--- config.mk ---
export PLATFORM = sky130hd
export DESIGN_NAME = bloom_query_controller
export DESIGN_NICKNAME = d
export VERILOG_FILES = /design/src/rtl/bloom_query_controller.sv
export SDC_FILE = /design/constraint.sdc
export NUM_CORES = 1
export LEC_CHECK = 0
export ABC_CLOCK_PERIOD_IN_PS = 2770
export CORE_AREA = 2 2 121 123
export CTS_CLUSTER_DIAMETER = 150
export DETAILED_ROUTE_END_ITERATION = 6
export DIE_AREA = 0 0 123 125
export GPL_TIMING_DRIVEN = 0
export HOLD_SLACK_MARGIN = 0.15
export PLACE_DENSITY = 0.62
export SYNTH_ARGS = -nofsm -noshare
export SYNTH_HDL_FRONTEND = slang
export SYNTH_SLANG_ARGS = --single-unit
--- constraint.sdc ---
create_clock -name clk -period 2.77 [get_ports clk]
set_clock_uncertainty 0.1 [all_clocks]
set_input_delay 0.554 -clock clk [delete_from_list [all_inputs] [get_ports clk]]
set_output_delay 0.554 -clock clk [all_outputs]
set_load 0.02 [all_outputs]
--- src/rtl/bloom_query_controller.sv ---
// rtl/bloom_query_controller.sv - Bloom-filter membership query FSM over a read-only SRAM
module bloom_query_controller #(
  parameter int NUM_KMERS = 212,
  parameter int NUM_HASH  = 3,
  parameter int ROW_AW    = 8,
  parameter int ROW_W     = 32,
  parameter int BIT_W     = 5,
  parameter int READ_LAT  = 1,
  localparam int CNT_W    = $clog2(NUM_KMERS + 1)
) (
  input  logic                       clk,
  input  logic                       reset,
  input  logic                       start_query,
  input  logic                       kmer_valid,
  output logic                       kmer_ready,
  input  logic [NUM_HASH*ROW_AW-1:0] hash_row,
  input  logic [NUM_HASH*BIT_W-1:0]  hash_bit,
  output logic [ROW_AW-1:0]          sram_addr,
  input  logic [ROW_W-1:0]           sram_dout,
  output logic                       CSB,
  output logic                       OEB,
  output logic                       WEB,
  output logic                       result_valid,
  input  logic                       result_ready,
  output logic                       result_present,
  output logic [CNT_W-1:0]           hit_count,
  output logic                       busy,
  output logic                       query_done
);

  localparam int HIDX_W = (NUM_HASH > 1) ? $clog2(NUM_HASH) : 1;
  localparam int WAIT_W = $clog2(READ_LAT + 1);

  typedef enum logic [2:0] {
    IDLE, WAIT_KMER, SET_ADDR, READ_WAIT, CHECK, REPORT, DONE
  } state_t;

  state_t                     state;
  logic [NUM_HASH*ROW_AW-1:0] row_q;
  logic [NUM_HASH*BIT_W-1:0]  bit_q;
  logic [HIDX_W-1:0]          hash_idx;
  logic [CNT_W-1:0]           kmer_cnt;
  logic [WAIT_W-1:0]          wait_cnt;
  logic [ROW_AW-1:0]          cur_row;
  logic [BIT_W-1:0]           cur_bit;
  logic                       last_hash;

  assign cur_row   = row_q[32'(hash_idx)*ROW_AW +: ROW_AW];
  assign cur_bit   = bit_q[32'(hash_idx)*BIT_W +: BIT_W];
  assign last_hash = (hash_idx == HIDX_W'(NUM_HASH - 1));
  assign WEB       = 1'b1;

  always_ff @(posedge clk or negedge reset) begin
    if (!reset) begin
      state          <= IDLE;
      row_q          <= '0;
      bit_q          <= '0;
      hash_idx       <= '0;
      kmer_cnt       <= '0;
      wait_cnt       <= '0;
      sram_addr      <= '0;
      CSB            <= 1'b1;
      OEB            <= 1'b1;
      kmer_ready     <= 1'b0;
      result_valid   <= 1'b0;
      result_present <= 1'b0;
      hit_count      <= '0;
      busy           <= 1'b0;
      query_done     <= 1'b0;
    end else begin
      case (state)
        IDLE: begin
          if (start_query) begin
            hit_count  <= '0;
            kmer_cnt   <= '0;
            busy       <= 1'b1;
            kmer_ready <= 1'b1;
            state      <= WAIT_KMER;
          end
        end
        WAIT_KMER: begin
          if (kmer_valid) begin
            row_q      <= hash_row;
            bit_q      <= hash_bit;
            hash_idx   <= '0;
            kmer_ready <= 1'b0;
            state      <= SET_ADDR;
          end
        end
        SET_ADDR: begin
          sram_addr <= cur_row;
          CSB       <= 1'b0;
          OEB       <= 1'b0;
          wait_cnt  <= '0;
          state     <= READ_WAIT;
        end
        READ_WAIT: begin
          if (wait_cnt == WAIT_W'(READ_LAT - 1)) state <= CHECK;
          else wait_cnt <= wait_cnt + 1'b1;
        end
        CHECK: begin
          // First clear bit ends the k-mer early; remaining hashes are never read.
          if (!sram_dout[cur_bit] || last_hash) begin
            result_present <= sram_dout[cur_bit];
            result_valid   <= 1'b1;
            CSB            <= 1'b1;
            OEB            <= 1'b1;
            state          <= REPORT;
          end else begin
            hash_idx <= hash_idx + 1'b1;
            state    <= SET_ADDR;
          end
        end
        REPORT: begin
          if (result_ready) begin
            result_valid <= 1'b0;
            hit_count    <= hit_count + CNT_W'(result_present);
            if (kmer_cnt == CNT_W'(NUM_KMERS - 1)) begin
              query_done <= 1'b1;
              state      <= DONE;
            end else begin
              kmer_cnt   <= kmer_cnt + 1'b1;
              kmer_ready <= 1'b1;
              state      <= WAIT_KMER;
            end
          end
        end
        DONE: begin
          query_done <= 1'b0;
          busy       <= 1'b0;
          state      <= IDLE;
        end
        default: state <= IDLE;
      endcase
    end
  end

endmodule

==> results.sh <==
export IMPL_grt_setup_unrepaired="false"
export IMPL_setup_violations=0
export IMPL_syn_area_um2=4000
export IMPL_cp_slowest_cell="dfrtp_1"
export IMPL_cp_max_fo=10
export IMPL_timing_fmax_mhz=384
export IMPL_grt_busiest_layer="met2"
export IMPL_critPathCapture="state[0]"
export IMPL_cts_tree="yes"
export IMPL_cts_htree_levels=3
export IMPL_worstSetupEndpointType="flip-flop"
export IMPL_synth_compound_area_share_pct=14.5
export IMPL_status="complete, no violations"
export IMPL_overflow=0
export IMPL_maxCapViolCount=0
export IMPL_yosys_warnings=0
export IMPL_reg2reg_to="state[0]"
export IMPL_ff2ff_path_depth=9
export IMPL_synthCells=380
export IMPL_multi_input_area_um2=2000
export IMPL_critPathRequiredTime_ns=2.87
export IMPL_path_clk_slew_ns=0.06
export IMPL_synthXorXnorAreaFrac_pct=2.63
export IMPL_cts_setup_buffers=0
export IMPL_port_buffers=98
export IMPL_slew_headroom_pct=55.0
export IMPL_routabilityCongestion=0.943
export IMPL_final_cell_mix="97 x clkdlybuf4s50_1, 73 x dfrtp_1, 46 x nor2_1, 39 x mux2_2, 27 x a21oi_1"
export IMPL_layout_commonest_cell="clkdlybuf4s50_1"
export IMPL_hold_viol_final=0
export IMPL_fin_util_pct=39.4
export IMPL_p_total_uw=5760
export IMPL_crit_path_max_incr_delay_ns=0.39
export IMPL_cts_sinks=74
export IMPL_detail_route_antenna_nets=0
export IMPL_final_cells=680
export IMPL_dieWidth_um=123
export IMPL_ys_ff_latch=74
export IMPL_cts_buffers=9
export IMPL_cts_root_buf="clkbuf_16"
export IMPL_grt_max_degree=52
export IMPL_rows=44
export IMPL_cp_startpoint="hash_idx[1]"
export IMPL_period_needed_ns=2.61
export IMPL_use_met3_pct=2.42
export IMPL_critPathLaunchType="flip-flop"
export IMPL_initial_core_util_pct=28.2
export IMPL_avgViaCountPerCell=4.87
export IMPL_crit_cells=9
export IMPL_antenna_found_initial=0
export IMPL_crit_chain="buf_6, buf_4, mux2i_2, a2bb2oi_1, nand2_1, a221o_1, o22ai_2, o21ba_2, o221ai_2"
export IMPL_syn_nets=460
export IMPL_synth_main_ff_cell="dfrtp_1"
export IMPL_yosysUniqueCellTypes=62
export IMPL_dp_cells=663
export IMPL_design_die_area_um2=15400
export IMPL_crit_buf_inv=2
export IMPL_synth_simple_area_share_pct=12.8
export IMPL_crit_family="compound AO/OA/AOI/OAI gates"
export IMPL_rrSetupSlack_ns=0.16
export IMPL_crit_type="flip-flop to flip-flop"
export IMPL_regArea_um2=1850
export IMPL_grt_pass1_wl_mm=17.1
export IMPL_clock_latency_ns=0.33
export IMPL_synth_edf_count=0
export IMPL_met1_usage_pct=18.2
export IMPL_arrival_ns=2.71
export IMPL_n_antenna_cell=0
export IMPL_routed_wl_mm=10.7
export IMPL_synth_avg_cell_area_um2=10.5
export IMPL_tns_ns=0
export IMPL_dp_hpwl_mm=7.94
export IMPL_drc_errors=0
export IMPL_synthMuxAreaShare_pct=18.3
export IMPL_synthAdderAreaFrac_pct=1.25
export IMPL_dr_pass1_iters=4
export IMPL_timing_final_crit_share_pct=94.1
export IMPL_track_usage_pct=14.2
export IMPL_drive_above_1_share_pct=16.9
export IMPL_wl_per_cell_um=15.7
export IMPL_peakVddDrop_uv=470
export IMPL_drtIter0Drc=228
export IMPL_tightest_slew_ns=0.675
export IMPL_synth_top_family_by_area="multiplexers"
export IMPL_synth_async_reset_ratio_pct=100
export IMPL_synthToLayoutAreaGrowth_pct=39.9
export IMPL_met2_usage_pct=23.0
export IMPL_whs_ns=0.403
export IMPL_hold_class="flip-flop to flip-flop"
export IMPL_vias=3312
export IMPL_die_h_um=125
export IMPL_power_density_nw_per_um2=1030
export IMPL_fillCellCount=1409
export IMPL_p_leak_uw=0.00230
export IMPL_slew_viol_final=0
export IMPL_synth_seq_area_share_pct=46.3
export IMPL_clk_path_buf_depth=2
export IMPL_grt_pass1_vias=3372
export IMPL_r2r_start="hash_idx[1]"
export IMPL_core_um2=14200
export IMPL_ioPinCount=100
export IMPL_final_net_count=571
==> logic make-up (layout without fill, tap and decap cells) <==
family / Yosys count / in the layout
multiplexers: 66 / 66
AO/OA/AOI/OAI: 81 / 81
other: 1 / 1
adder cells (fa/ha/maj): 4 / 4
flip-flops: 74 / 74
AND/OR/NAND/NOR: 108 / 108
XOR/XNOR: 12 / 12
buffers and inverters: 34 / 150
==> report_power, final <==
part | switching, µW | internal [µW] | total [µW]
sequential | 278 | 1510 | 1790
clock | 451 | 841 | 1290
combinational | 1400 | 1270 | 2670
total | 2130 | 3620 | 5760
==> sequential cells by signal, indices dropped and copies added, names as in the netlist <==
register / count
row_q: 24
bit_q: 15
hit_count: 8
kmer_cnt: 8
sram_addr: 8
state: 3
hash_idx: 2
OEB: 1
busy: 1
kmer_ready: 1
query_done: 1
result_present: 1
result_valid: 1
==> metal layers <==
| layer | vias up | share of wire (%) |
|---|---|---|
| met1 | 1623 | 45 |
| met3 | 21 | 5.7 |
| li1 | 1573 | - |
| met4 | 0 | 2.6 |
| met2 | 95 | 47 |
| met5 | - | 0 |
==> tightest hold or removal path, stage by stage, from the launching register on <==
cell and delay [ns]:
dfstp_2 0.39, inv_1 0.05, o22ai_1 0.06
==> cells in the mapped netlist, drive strengths merged (2+ instances only) <==
cell	number	area share [%]
nor2b	4	0.63
nor3	2	0.25
a21oi	27	3.4
nand2	24	2.3
nand2b	5	0.78
mux2	41	12
nand3	8	1.0
xor2	10	2.2
buf	14	2.2
dfrtp	73	46
o221ai	2	0.59
o21ai	11	1.8
nand3b	3	0.56
clkbuf	7	0.66
nor4	2	0.31
a22o	4	0.88
nor2	46	4.3
nor4b	2	0.59
o2bb2ai	2	0.44
mux2i	25	6.7
ha	4	1.3
o21a	2	0.38
and3	6	0.94
nand4	2	0.31
o211ai	14	2.6
xnor2	2	0.44
inv	13	1.2
a2bb2oi	2	0.59
o22ai	4	0.78
==> layout make-up <==
class	instances	area share [%]
buffer	21	2.03
clock buffer	11	4.51
clock inverter	5	1.50
inverter	13	0.872
multi-input combinational	272	35.7
sequential	74	33.1
tap	184	4.11
timing repair buffer	100	18.1
==> stage by stage <==
step / worst slack, ns / instance area (µm²)
2_1_floorplan: 0.600 / 4000
3_3_place_gp: -1.56 / 5210
3_5_place_dp: -0.115 / 5240
4_1_cts: 0.106 / 5580
5_1_grt: 0.0146 / 5600
6_report: 0.165 / 5600
==> how the worst min path moves through the flow <==
| stage | startpoint | to | slack, ns | depth (start not counted) |
|---|---|---|---|---|
| after floorplan | reset | bit_q[0] | 0.16 | 0 |
| after global placement | OEB | OEB | 0.38 | 2 |
| after detailed placement | reset | row_q[2] | 0.38 | 1 |
| after CTS | OEB | OEB | 0.41 | 2 |
| after global routing | OEB | OEB | 0.42 | 2 |
| final | OEB | OEB | 0.40 | 2 |
==> what timing repair did <==
item,CTS,global route
setup endpoints to repair,0,4
hold buffers,1,0
resized for setup,0,2
endpoints found under the hold margin,22,0
Power figures use the tool's default switching activity.
